==> src/rtl/uart_tx_arbiter.sv <==
// -----------------------------------------------------------------------------
// uart_tx_arbiter
//
// Round-robin scheduler that lets NUM_REQ byte sources share one UART
// transmitter. A requester holds req[i] with its byte on req_data until it
// sees ack[i]. The arbiter latches the byte, pulses tx_flag into the
// transmitter, waits for tx_done (bounded by a watchdog), then holds an idle
// guard gap before it grants again. req_lock[i], sampled at grant, lets the
// same requester keep ownership for the next byte of a packet.
//
// Handshake: req[i] is a level request qualified by req_data[8i+7:8i]. The
// byte is consumed on the edge that raises ack[i] (one-cycle, one-hot pulse).
// The requester presents the next byte or drops req[i] on the cycle after
// ack[i]; the arbiter never samples req again sooner than two cycles after ack.
// tx_flag is a one-cycle start strobe; tx_data stays stable until the next
// grant. tx_done is a one-cycle strobe, honoured only while waiting for it.
//
// Ports:
//   sys_clk, sys_rst_n  clock, asynchronous active-low reset
//   req, req_data       per-requester request level and byte
//   req_lock            per-requester "keep ownership" flag, sampled at grant
//   ack                 one-hot byte-accepted pulse
//   tx_data, tx_flag    byte and start pulse to the transmitter
//   tx_done             end-of-frame pulse from the transmitter
//   owner               index of the last granted requester
//   busy                high whenever the FSM is not idle
//   err_timeout         one-cycle pulse when tx_done never arrived
//   dbg_state           current FSM state (0 idle, 1 wait_done, 2 gap)
// -----------------------------------------------------------------------------
module uart_tx_arbiter #(
  parameter int NUM_REQ  = 4,
  parameter int GAP_CYC  = 5208,
  parameter int WDOG_CYC = 57288
) (
  input  logic                 sys_clk,
  input  logic                 sys_rst_n,
  input  logic [NUM_REQ-1:0]   req,
  input  logic [8*NUM_REQ-1:0] req_data,
  input  logic [NUM_REQ-1:0]   req_lock,
  output logic [NUM_REQ-1:0]   ack,
  output logic [7:0]           tx_data,
  output logic                 tx_flag,
  input  logic                 tx_done,
  output logic [2:0]           owner,
  output logic                 busy,
  output logic                 err_timeout,
  output logic [1:0]           dbg_state
);

  typedef enum logic [1:0] {
    S_IDLE      = 2'd0,
    S_WAIT_DONE = 2'd1,
    S_GAP       = 2'd2
  } state_t;

  localparam logic [15:0] WDOG_LAST = 16'(WDOG_CYC - 1);
  localparam logic [15:0] GAP_LAST  = 16'(GAP_CYC - 1);
  // Pointer resets to the last index so requester 0 is scanned first.
  localparam logic [2:0]  PTR_RST   = 3'(NUM_REQ - 1);

  state_t               state_q, state_d;
  logic [15:0]          cnt_q, cnt_d;
  logic [2:0]           rr_ptr_q, rr_ptr_d;
  logic                 lock_q, lock_d;

  logic [NUM_REQ-1:0]   ack_d;
  logic [7:0]           tx_data_d;
  logic                 tx_flag_d;
  logic [2:0]           owner_d;
  logic                 err_d;

  // Arbitration signals
  logic [7:0]           req_ext;
  logic                 lock_hit;
  logic                 rr_found;
  logic [2:0]           rr_idx;
  logic [2:0]           cand;
  logic                 grant;
  logic [2:0]           grant_idx;
  logic [7:0]           grant_data;
  logic                 grant_lock;
  logic [NUM_REQ-1:0]   grant_onehot;
  logic                 wdog_expire;
  logic                 gap_end;

  // ---------------------------------------------------------------------------
  // Arbitration: a held lock for a still-requesting owner wins outright;
  // otherwise scan pointer+1, pointer+2, ... modulo NUM_REQ. A lock whose
  // owner has dropped req simply falls through to the round-robin scan.
  // ---------------------------------------------------------------------------
  always_comb begin
    req_ext  = 8'(req);
    lock_hit = lock_q && req_ext[owner];
    rr_found = 1'b0;
    rr_idx   = '0;
    cand     = '0;
    for (int k = 1; k <= NUM_REQ; k++) begin
      cand = 3'((int'(rr_ptr_q) + k) % NUM_REQ);
      if (!rr_found && req_ext[cand]) begin
        rr_found = 1'b1;
        rr_idx   = cand;
      end
    end
    grant     = (state_q == S_IDLE) && (lock_hit || rr_found);
    grant_idx = lock_hit ? owner : rr_idx;
  end

  // Select the granted requester's byte, lock bit and ack position.
  always_comb begin
    grant_data   = '0;
    grant_lock   = 1'b0;
    grant_onehot = '0;
    for (int i = 0; i < NUM_REQ; i++) begin
      if (grant_idx == 3'(i)) begin
        grant_data      = req_data[8*i +: 8];
        grant_lock      = req_lock[i];
        grant_onehot[i] = 1'b1;
      end
    end
  end

  // tx_done takes priority over an expiry in the same cycle.
  assign wdog_expire = (state_q == S_WAIT_DONE) && !tx_done && (cnt_q == WDOG_LAST);
  assign gap_end     = (state_q == S_GAP) && (cnt_q == GAP_LAST);

  // ---------------------------------------------------------------------------
  // FSM: state register
  // ---------------------------------------------------------------------------
  always_ff @(posedge sys_clk or negedge sys_rst_n) begin
    if (!sys_rst_n) begin
      state_q <= S_IDLE;
      cnt_q   <= '0;
    end else begin
      state_q <= state_d;
      cnt_q   <= cnt_d;
    end
  end

  // ---------------------------------------------------------------------------
  // FSM: next-state logic. One counter serves both the watchdog and the gap;
  // it restarts at 0 on every state change.
  // ---------------------------------------------------------------------------
  always_comb begin
    state_d = state_q;
    case (state_q)
      S_IDLE: begin
        if (grant) state_d = S_WAIT_DONE;
      end
      S_WAIT_DONE: begin
        if (tx_done || wdog_expire) state_d = S_GAP;
      end
      S_GAP: begin
        if (gap_end) state_d = S_IDLE;
      end
      default: state_d = S_IDLE;
    endcase

    if (state_d != state_q || state_q == S_IDLE) cnt_d = '0;
    else                                         cnt_d = cnt_q + 16'd1;
  end

  // ---------------------------------------------------------------------------
  // FSM: output logic (next values of the registered outputs)
  // ---------------------------------------------------------------------------
  always_comb begin
    tx_flag_d = grant;
    ack_d     = grant ? grant_onehot : '0;
    tx_data_d = grant ? grant_data : tx_data;
    owner_d   = grant ? grant_idx : owner;
    rr_ptr_d  = grant ? grant_idx : rr_ptr_q;
    err_d     = wdog_expire;

    // In idle without a grant the lock either was clear or its owner has
    // dropped req, so it is released either way.
    if (grant)                       lock_d = grant_lock;
    else if (state_q == S_IDLE)      lock_d = 1'b0;
    else if (wdog_expire)            lock_d = 1'b0;
    else                             lock_d = lock_q;
  end

  always_ff @(posedge sys_clk or negedge sys_rst_n) begin
    if (!sys_rst_n) begin
      tx_flag     <= 1'b0;
      ack         <= '0;
      tx_data     <= '0;
      owner       <= '0;
      rr_ptr_q    <= PTR_RST;
      lock_q      <= 1'b0;
      err_timeout <= 1'b0;
    end else begin
      tx_flag     <= tx_flag_d;
      ack         <= ack_d;
      tx_data     <= tx_data_d;
      owner       <= owner_d;
      rr_ptr_q    <= rr_ptr_d;
      lock_q      <= lock_d;
      err_timeout <= err_d;
    end
  end

  assign busy      = (state_q != S_IDLE);
  assign dbg_state = state_q;

endmodule

==> config.mk <==
export PLATFORM = sky130hd
export DESIGN_NAME = uart_tx_arbiter
export DESIGN_NICKNAME = d
export VERILOG_FILES = /design/src/rtl/uart_tx_arbiter.sv
export SDC_FILE = /design/constraint.sdc
export NUM_CORES = 1
export LEC_CHECK = 0
export ABC_AREA = 0
export CAP_MARGIN = 20
export CELL_PAD_IN_SITES_DETAIL_PLACEMENT = 0
export CELL_PAD_IN_SITES_GLOBAL_PLACEMENT = 2
export CORE_MARGIN = 5
export CORE_UTILIZATION = 28
export DETAILED_ROUTE_END_ITERATION = 8
export HOLD_SLACK_MARGIN = 0.1
export PLACE_DENSITY = 0.76
export SLEW_MARGIN = 40
export SYNTH_ARGS = -nofsm -noshare
export SYNTH_HDL_FRONTEND = slang
export SYNTH_SLANG_ARGS = --single-unit
==> constraint.sdc <==
create_clock -name sys_clk -period 2.6 [get_ports sys_clk]
set_clock_uncertainty 0.2 [all_clocks]
set_input_delay 0.26 -clock sys_clk [delete_from_list [all_inputs] [get_ports sys_clk]]
set_output_delay 0.26 -clock sys_clk [all_outputs]
set_load 0.005 [all_outputs]
==> results of run 1 <==
stage by stage:
stage	instances	area (um2)	util [%]
after global placement	366	2830	39.2
after CTS	375	2930	40.7
after detailed placement	366	2830	39.2
after global routing	375	2930	40.7
final	375	2930	40.7
after floorplan	204	2070	-
layout make-up:
class | instances | area [um2] | share of cell area [%]
well taps | 99 | 124 | 4.22
flip-flops and latches | 38 | 953 | 32.5
clock buffers | 6 | 82.6 | 2.81
clock inverters | 2 | 12.5 | 0.426
multi-input cells | 156 | 1050 | 35.9
repair buffers | 73 | 703 | 24.0
inverters | 1 | 3.75 | 0.128
routing by layer:
metal	wire length, um	vias up	track usage, %
met5	0	-	0
met4	27	0	2.84
met3	367	4	3.52
met2	2850	43	22.0
met1	2490	843	15.6
li1	-	883	-
cell usage in the layout, fill, tap and decap left out, types with 2 or more instances in the layout:
cell type / netlist / routed
a211oi_1: 11 / 11
a21oi_1: 4 / 4
a2bb2oi_1: 2 / 2
and2_1: 2 / 2
and3_1: 8 / 8
and3b_1: 2 / 2
and4_1: 2 / 2
and4b_1: 2 / 2
buf_4: 0 / 11
clkbuf_8: 0 / 6
clkdlybuf4s50_1: 0 / 61
dfrtp_1: 36 / 36
dfstp_2: 2 / 2
mux2i_1: 12 / 12
nand2_1: 16 / 16
nand2b_1: 2 / 2
nand3_1: 4 / 4
nand4_1: 4 / 4
nor2_1: 30 / 30
nor2b_1: 2 / 2
nor3_1: 3 / 3
nor4b_1: 3 / 3
nor4b_2: 3 / 3
o21ai_0: 2 / 2
o32ai_1: 5 / 5
or2_2: 3 / 3
or3b_1: 2 / 2
xnor2_1: 4 / 4
xor2_1: 10 / 10
sequential cells by signal (all words and copies together), names as in the netlist, 2 cells and up:
register	flops
rr_ptr_q	2
ack	4
owner	3
tx_data	8
dbg_state	2
cnt_q	16
critical path, cell delays in order:
cell             delay, ns
clkdlybuf4s50_1       0.58
and2b_1               0.23
nor2b_1               0.14
o311ai_2              0.33
nand2_1               0.28
a211oi_1              0.37
a211oi_1              0.08
logic make-up (layout without fill, tap and decap cells):
kind of cell	Yosys count	after routing	synth area share (%)
AND/OR/NAND/NOR	94	94	25.6
flip-flops	38	38	46.0
AO/OA/AOI/OAI	34	34	12.5
XOR/XNOR	14	14	5.92
multiplexers	13	13	6.34
buffers and inverters	10	82	3.02
adder cells (fa/ha/maj)	1	1	0.604
synthesized netlist by cell type, types with 2 or more instances:
cell type,instances,area [um2]
clkbuf_1,4,15.0
nand2b_1,2,12.5
dfrtp_1,36,901
and4b_1,2,20.0
a211oi_1,11,82.6
a2bb2oi_1,2,17.5
nand2_1,16,60.1
xor2_1,10,87.6
nor2b_1,2,12.5
buf_2,2,10.0
o32ai_1,5,43.8
a21oi_1,4,20.0
nor4b_2,3,45.0
and2_1,2,12.5
nor3_1,3,15.0
or3b_1,2,17.5
dfstp_2,2,52.6
nand4_1,4,25.0
and3b_1,2,17.5
nand3_1,4,20.0
and4_1,2,17.5
buf_6,3,33.8
nor2_1,30,113
o21ai_0,2,10.0
or2_2,3,18.8
mux2i_1,12,120
and3_1,8,50.1
nor4b_1,3,26.3
xnor2_1,4,35.0
power breakdown:
group	total, uW	internal [uW]	switching (uW)
clock	433	213	219
sequential	896	771	125
combinational	1390	731	663
total	2720	1720	1010
path summary, 6_finish.rpt:
path	start	to	slack, ns
worst max register to register	rr_ptr_q[1]$_DFFE_PN1P_	tx_data[6]$_DFFE_PN0P_	0.29
max in group asynchronous	sys_rst_n	rr_ptr_q[0]$_DFFE_PN1P_	1.55
worst min register to register	cnt_q[0]$_DFF_PN0_	cnt_q[0]$_DFF_PN0_	0.28
min in group sys_clk	cnt_q[0]$_DFF_PN0_	cnt_q[0]$_DFF_PN0_	0.28
worst max-delay path	req[0]	tx_data[6]$_DFFE_PN0P_	0.28
worst min-delay path	sys_rst_n	tx_data[5]$_DFFE_PN0P_	0.28
==> results_dict.tcl, run 1 <==
set metrics [dict create \
    clock_latency_ns 0.29 \
    num_antenna_cells 0 \
    grt-ovfl-total 0 \
    peakVddDrop_v 0.000333 \
    grtUsageTotal_pct 12.7 \
    synth-async-reset-ratio_pct 100 \
    cts_tree "done" \
    cts_buffer_depth 2 \
    setup_viol 0 \
    cts_sinks 38 \
    hp-class "in -> async" \
    drc 0 \
    drtIter0Drc 30 \
    reg2regPathDepth 6 \
    fmax_mhz 431 \
    nets 319 \
    firstDrtPassIters 4 \
    synth_edf_count 0 \
    drv_slew 0 \
    syn_area_um2 2070 \
    p_leak_uw 0.00122 \
    synth_area_per_cell_um2 10.2 \
    grt_max_degree 39 \
    wire_per_inst_um 15.3 \
    ys_seq_area_share_pct 46.0 \
    grt_first_pass_wirelength_um 9100 \
    setup_ws_ns 0.281 \
    cts_buffers 5 \
    synthCells 204 \
    setup.worst_path.end_class "flip-flop" \
    status "finished, final reports clean" \
    start_kind "input port" \
    crit_arrival_ns 2.29 \
    hold_slack_ns 0.275 \
    dp.final_hpwl_um 4280 \
    nFillCells 740 \
    io_pins 63 \
    finalSetupTns_ns 0 \
    path_clk_slew_ns 0.08 \
    min_period_ns 2.32 \
    dp_slack_ns -0.0572 \
    p_per_area_nw_per_um2 928 \
    vias 1773 \
    die_x_um 96.0 \
    synth-seq-cells 38 \
    routabilityCongestion 0.811 \
    syn-num-nets 248 \
    critical_path_class "in -> reg" \
    postRouteWirelength_um 5740 \
    p_total_uw 2720 \
    worstMarginPinSlew_ns 0.507 \
    vias_per_cell 4.73 \
    cts-root-buf "clkbuf_8" \
    cts_hold_buf 1 \
    layout-drive-gt1-share_pct 11.2 \
    core_um2 7210 \
    period_share_pct 89.2 \
    h-tree-depth 2 \
    die_h_um 96.0 \
    antenna_found_initial 0 \
    hold_viol 0 \
    area_delta_synth_final_pct 41.7 \
    slew_headroom_pct 66.2 \
    synth_cell_types 48 \
    cts_resized 0 \
    start_util_pct 28.7 \
    antenna_left 0 \
    row_count 31 \
    grt_setup_unrepaired "no" \
    yosys_warnings 0 \
    die-area_um2 9220 \
    drv_cap 0 \
    numPortBuffers 62 \
    critPathRequiredTime_ns 2.57 \
    cts_setup_buffers 0 \
    grt_pass1_vias 1854 \
    path_max_fanout 8 \
    synthFlopType "dfrtp_1" \
]
(Power assumes the default switching activity.)
==> inputs of run 2 (changes only) <==
--- a/config.mk
+++ b/config.mk
@@ -8,9 +8,9 @@
 export ABC_AREA = 0
 export CAP_MARGIN = 20
 export CELL_PAD_IN_SITES_DETAIL_PLACEMENT = 0
-export CELL_PAD_IN_SITES_GLOBAL_PLACEMENT = 2
+export CELL_PAD_IN_SITES_GLOBAL_PLACEMENT = 1
 export CORE_MARGIN = 5
-export CORE_UTILIZATION = 28
+export CORE_UTILIZATION = 35
 export DETAILED_ROUTE_END_ITERATION = 8
 export HOLD_SLACK_MARGIN = 0.1
 export PLACE_DENSITY = 0.76
==> results_dict.tcl, run 2 (synthesis results as in run 1) <==
set metrics [dict create \
    dp.final_hpwl_um 3920 \
    start_util_pct 35.4 \
    cts_setup_buffers 0 \
    critical_path_class "in -> reg" \
    cts_resized 0 \
    min_period_ns 2.25 \
    grt_first_pass_wirelength_um 8630 \
    drtIter0Drc 59 \
    critPathRequiredTime_ns 2.60 \
    reg_top3 "cnt_q x16, tx_data x8, ack x4" \
    fin_area_um2 2910 \
    fin_util_pct 49.7 \
    drv_slew 0 \
    drc 0 \
    power.internal_uw 1770 \
    vias_per_cell 5.11 \
    drv_cap 0 \
    cts_sinks 38 \
    grt-ovfl-total 0 \
    wire_per_inst_um 15.3 \
    clockPowerShare_pct 17.9 \
    path_max_fanout 8 \
    cts_tree "done" \
    firstDrtPassIters 4 \
    io_pins 63 \
    num_antenna_cells 0 \
    grt_setup_unrepaired "no" \
    antenna_left 0 \
    layout_commonest_cell "clkdlybuf4s50_1" \
    cp_cell_sequence "clkdlybuf4s50_1 -> or3b_1 -> a21oi_2 -> o311ai_2 -> nand2_1 -> nor2_1 -> buf_4 -> a211oi_1" \
    row_count 28 \
    setup.worst_path.end_class "flip-flop" \
    p_total_uw 2780 \
    numPortBuffers 62 \
    routabilityCongestion 0.812 \
    vias 1788 \
    setup_viol 0 \
    final_cell_mix "clkdlybuf4s50_1, dfrtp_1, nor2_1, nand2_1, mux2i_1" \
    area_delta_synth_final_pct 40.5 \
    die_h_um 86.9 \
    slowest_stage "clkdlybuf4s50_1" \
    seqPwrFrac_pct 32.3 \
    cts_buffer_depth 2 \
    cts_buffers 5 \
    layout-drive-gt1-share_pct 10.9 \
    nFillCells 555 \
    path_clk_slew_ns 0.07 \
    power.switching_uw 1000 \
    hp-class "reg -> reg" \
    crit_path_max_incr_delay_ns 0.58 \
    place_area_um2 2790 \
    grt_max_degree 39 \
    start_kind "input port" \
    core_um2 5850 \
    cp_num_buf_inv 2 \
    nets 318 \
    regMostFlops "cnt_q" \
    antenna_found_initial 0 \
    p_leak_uw 0.00123 \
    pwr-share-comb_pct 49.7 \
    grtUsageTotal_pct 14.5 \
    crit_family "buffers and inverters" \
    postRouteWirelength_um 5360 \
    status "finished, final reports clean" \
    clock_latency_ns 0.29 \
    crit_arrival_ns 2.25 \
    largest_reg_flops 16 \
    hold_slack_ns 0.273 \
    finalSetupTns_ns 0 \
    period_share_pct 86.7 \
    p_per_area_nw_per_um2 954 \
    hold_viol 0 \
    cts-root-buf "clkbuf_8" \
    grt_pass1_vias 1783 \
    slew_headroom_pct 66.5 \
    switching_share_pct 36.2 \
    cts_hold_buf 1 \
    fmax_mhz 444 \
    die-area_um2 7560 \
    die_x_um 86.9 \
    peakVddDrop_v 0.000368 \
    h-tree-depth 2 \
    worstMarginPinSlew_ns 0.503 \
]
## run 2: cell types whose count changed in the layout (fill, tap and decap cells not counted), sizes merged
cell and change:
clkbuf -1, clkinv +1, bufinv +1, buf -1
clkinvlp -1
## run 2: metal layers
| layer | wire length, um | GRT usage (%) | up-vias | part of all wire (%) |
|---|---|---|---|---|
| met3 | 342 | 3.88 | 5 | 6.4 |
| met4 | 46 | 3.82 | 0 | 0.86 |
| met5 | 0 | 0 | - | 0 |
| met1 | 2310 | 17.7 | 851 | 43 |
| li1 | - | - | 881 | - |
| met2 | 2660 | 25.3 | 51 | 50 |
## run 2: path summary, 6_finish.rpt
path / from / to / slack [ns] / depth (start not counted)
max: req[0] / tx_data[0]$_DFFE_PN0P_ / 0.35 / 8
min: cnt_q[0]$_DFF_PN0_ / cnt_q[0]$_DFF_PN0_ / 0.27 / 1
max reg2reg: owner[1]$_DFFE_PN0P_ / tx_data[7]$_DFFE_PN0P_ / 0.37 / 7
min reg2reg: cnt_q[0]$_DFF_PN0_ / cnt_q[0]$_DFF_PN0_ / 0.27 / 1
max in group asynchronous: sys_rst_n / rr_ptr_q[1]$_DFFE_PN1P_ / 1.56 / 2
min in group asynchronous: sys_rst_n / owner[2]$_DFFE_PN0P_ / 0.28 / 2
## run 2: metrics by stage
stage | setup slack [ns] | cells
finish | 0.346 | 350
global route | 0.199 | 350
CTS | 0.342 | 350
detailed placement | 0.0721 | 341
global placement | 0.0941 | 341
floorplan | 0.414 | 204
## run 2: power by group through the flow
stage                     registers [uW]  clock network [uW]  logic, uW
final                                897                 498       1380
after global routing                 924                 542       1500
after CTS                            898                 515       1400
after detailed placement             911                   0       1400
after global placement               908                   0       1390
after floorplan                      884                   0        829
## run 2: area by class of cell
class	count	area [um2]	share of cell area [%]
Inverter	1	3.75	0.129
Timing Repair Buffer	72	696	23.9
Tap cell	75	93.8	3.22
Clock buffer	5	68.8	2.36
Clock inverter	3	40.0	1.38
Multi-Input combinational cell	156	1050	36.2
Sequential cell	38	953	32.8
==> inputs of run 3 (changes only) <==
--- a/config.mk
+++ b/config.mk
@@ -13,7 +13,7 @@
 export CORE_UTILIZATION = 35
 export DETAILED_ROUTE_END_ITERATION = 8
 export HOLD_SLACK_MARGIN = 0.1
-export PLACE_DENSITY = 0.76
+export PLACE_DENSITY_LB_ADDON = 0.1
 export SLEW_MARGIN = 40
 export SYNTH_ARGS = -nofsm -noshare
 export SYNTH_HDL_FRONTEND = slang
==> results_dict.tcl, run 3 (synthesis results as in run 1) <==
set metrics [dict create \
    place_area_um2 2790 \
    cts-root-buf "clkbuf_8" \
    path_clk_slew_ns 0.07 \
    fmax_mhz 443 \
    pwr-share-comb_pct 49.5 \
    p_per_area_nw_per_um2 954 \
    clockPowerShare_pct 18.4 \
    routabilityCongestion 0.799 \
    finalSetupTns_ns 0 \
    cts_tree "done" \
    power.internal_uw 1810 \
    setup_ws_ns 0.342 \
    grt_setup_unrepaired "no" \
    hp-class "in -> async" \
    status "finished, final reports clean" \
    num_antenna_cells 0 \
    slew_headroom_pct 67.2 \
    timing.rr.start "rr_ptr_q[1]$_DFFE_PN1P_" \
    numPortBuffers 62 \
    drtIter0Drc 61 \
    grt_pass1_vias 1771 \
    area_delta_synth_final_pct 40.7 \
    drv_cap 0 \
    antenna_left 0 \
    core_um2 5850 \
    wire_per_inst_um 15.3 \
    drc 0 \
    die_x_um 86.9 \
    crit_arrival_ns 2.25 \
    dp_slack_ns 0.0178 \
    setup.worst_path.start "req[0]" \
    reg_top3 "cnt_q x16, tx_data x8, ack x4" \
    worstMarginPinSlew_ns 0.492 \
    grt-ovfl-total 0 \
    antenna_found_initial 0 \
    p_leak_uw 0.00123 \
    firstDrtPassIters 4 \
    regMostFlops "cnt_q" \
    cts_setup_buffers 0 \
    die-area_um2 7560 \
    grt_first_pass_wirelength_um 8540 \
    cts_buffers 5 \
    period_share_pct 86.8 \
    critPathRequiredTime_ns 2.59 \
    cts_sinks 38 \
    clock_latency_ns 0.28 \
    fin_util_pct 49.8 \
    h-tree-depth 2 \
    critical_path_class "in -> reg" \
    setup.worst_path.end_class "flip-flop" \
    nets 318 \
    peakVddDrop_v 0.000400 \
    setup_viol 0 \
    largest_reg_flops 16 \
    fin_area_um2 2910 \
    die_h_um 86.9 \
    hold_viol 0 \
    io_pins 63 \
    grt_max_degree 39 \
    cts_resized 0 \
    start_util_pct 35.4 \
    seqPwrFrac_pct 32.2 \
    cts_buffer_depth 2 \
    min_period_ns 2.26 \
    start_kind "input port" \
    path_max_fanout 8 \
    vias_per_cell 5.03 \
    drv_slew 0 \
    switching_share_pct 35.0 \
    layout-drive-gt1-share_pct 10.6 \
    row_count 28 \
    dp.final_hpwl_um 4010 \
    vias 1756 \
    final_cell_mix "clkdlybuf4s50_1, dfrtp_1, nor2_1, nand2_1, mux2i_1" \
    postRouteWirelength_um 5350 \
    power.switching_uw 972 \
    grtUsageTotal_pct 14.5 \
    layout_commonest_cell "clkdlybuf4s50_1" \
]
==> run 3: timing repair <==
item	CTS	global route
hold buffers	1	0
endpoints found under the setup margin	0	0
endpoints found under the hold margin	37	0
==> run 3: final timing paths <==
path / to / slack (ns) / cells after the start
min reg2reg: cnt_q[0]$_DFF_PN0_ / 0.29 / 1
max: tx_data[0]$_DFFE_PN0P_ / 0.34 / 8
max in group asynchronous: rr_ptr_q[0]$_DFFE_PN1P_ / 1.56 / 2
min: tx_data[6]$_DFFE_PN0P_ / 0.27 / 2
max reg2reg: lock_q$_DFFE_PN0P_ / 0.38 / 6
min in group sys_clk: cnt_q[0]$_DFF_PN0_ / 0.29 / 1
==> run 3: power groups by stage <==
stage / sequential (uW) / combinational, uW / clock, uW
2_1_floorplan: 884 / 829 / 0
3_3_place_gp: 911 / 1400 / 0
3_5_place_dp: 909 / 1400 / 0
4_1_cts: 898 / 1410 / 529
5_1_grt: 923 / 1510 / 552
6_report: 894 / 1370 / 510
==> run 3: worst max-delay path: stages <==
cell,delay [ns]
clkdlybuf4s50_1,0.57
or3b_1,0.39
a21oi_2,0.16
o311ai_2,0.16
nand2_1,0.27
nor2_1,0.07
buf_4,0.17
a211oi_1,0.19
==> run 3: layout make-up <==
type,count,area [um2]
Clock inverter,1,30.0
Multi-Input combinational cell,156,1050
Fill cell,572,2940
Tap cell,75,93.8
Inverter,1,3.75
Timing Repair Buffer,72,696
Sequential cell,38,953
Clock buffer,6,82.6
==> run 3: metal layers <==
| layer | part of all wire, % | vias to the layer above | routed length [um] | track usage [%] |
|---|---|---|---|---|
| li1 | - | 883 | - | - |
| met1 | 41 | 834 | 2200 | 17.0 |
| met2 | 53 | 33 | 2830 | 26.0 |
| met3 | 4.2 | 6 | 222 | 2.93 |
| met4 | 1.8 | 0 | 98 | 5.24 |
| met5 | 0 | - | 0 | 0 |
==> run 3: metrics by stage <==
step                total power (uW)  instances  hold WS [ns]
floorplan                       1710        204        -0.236
global placement                2310        341         0.232
detailed placement              2310        341        0.0710
CTS                             2830        349         0.283
global route                    2980        349         0.300
finish                          2780        349         0.274
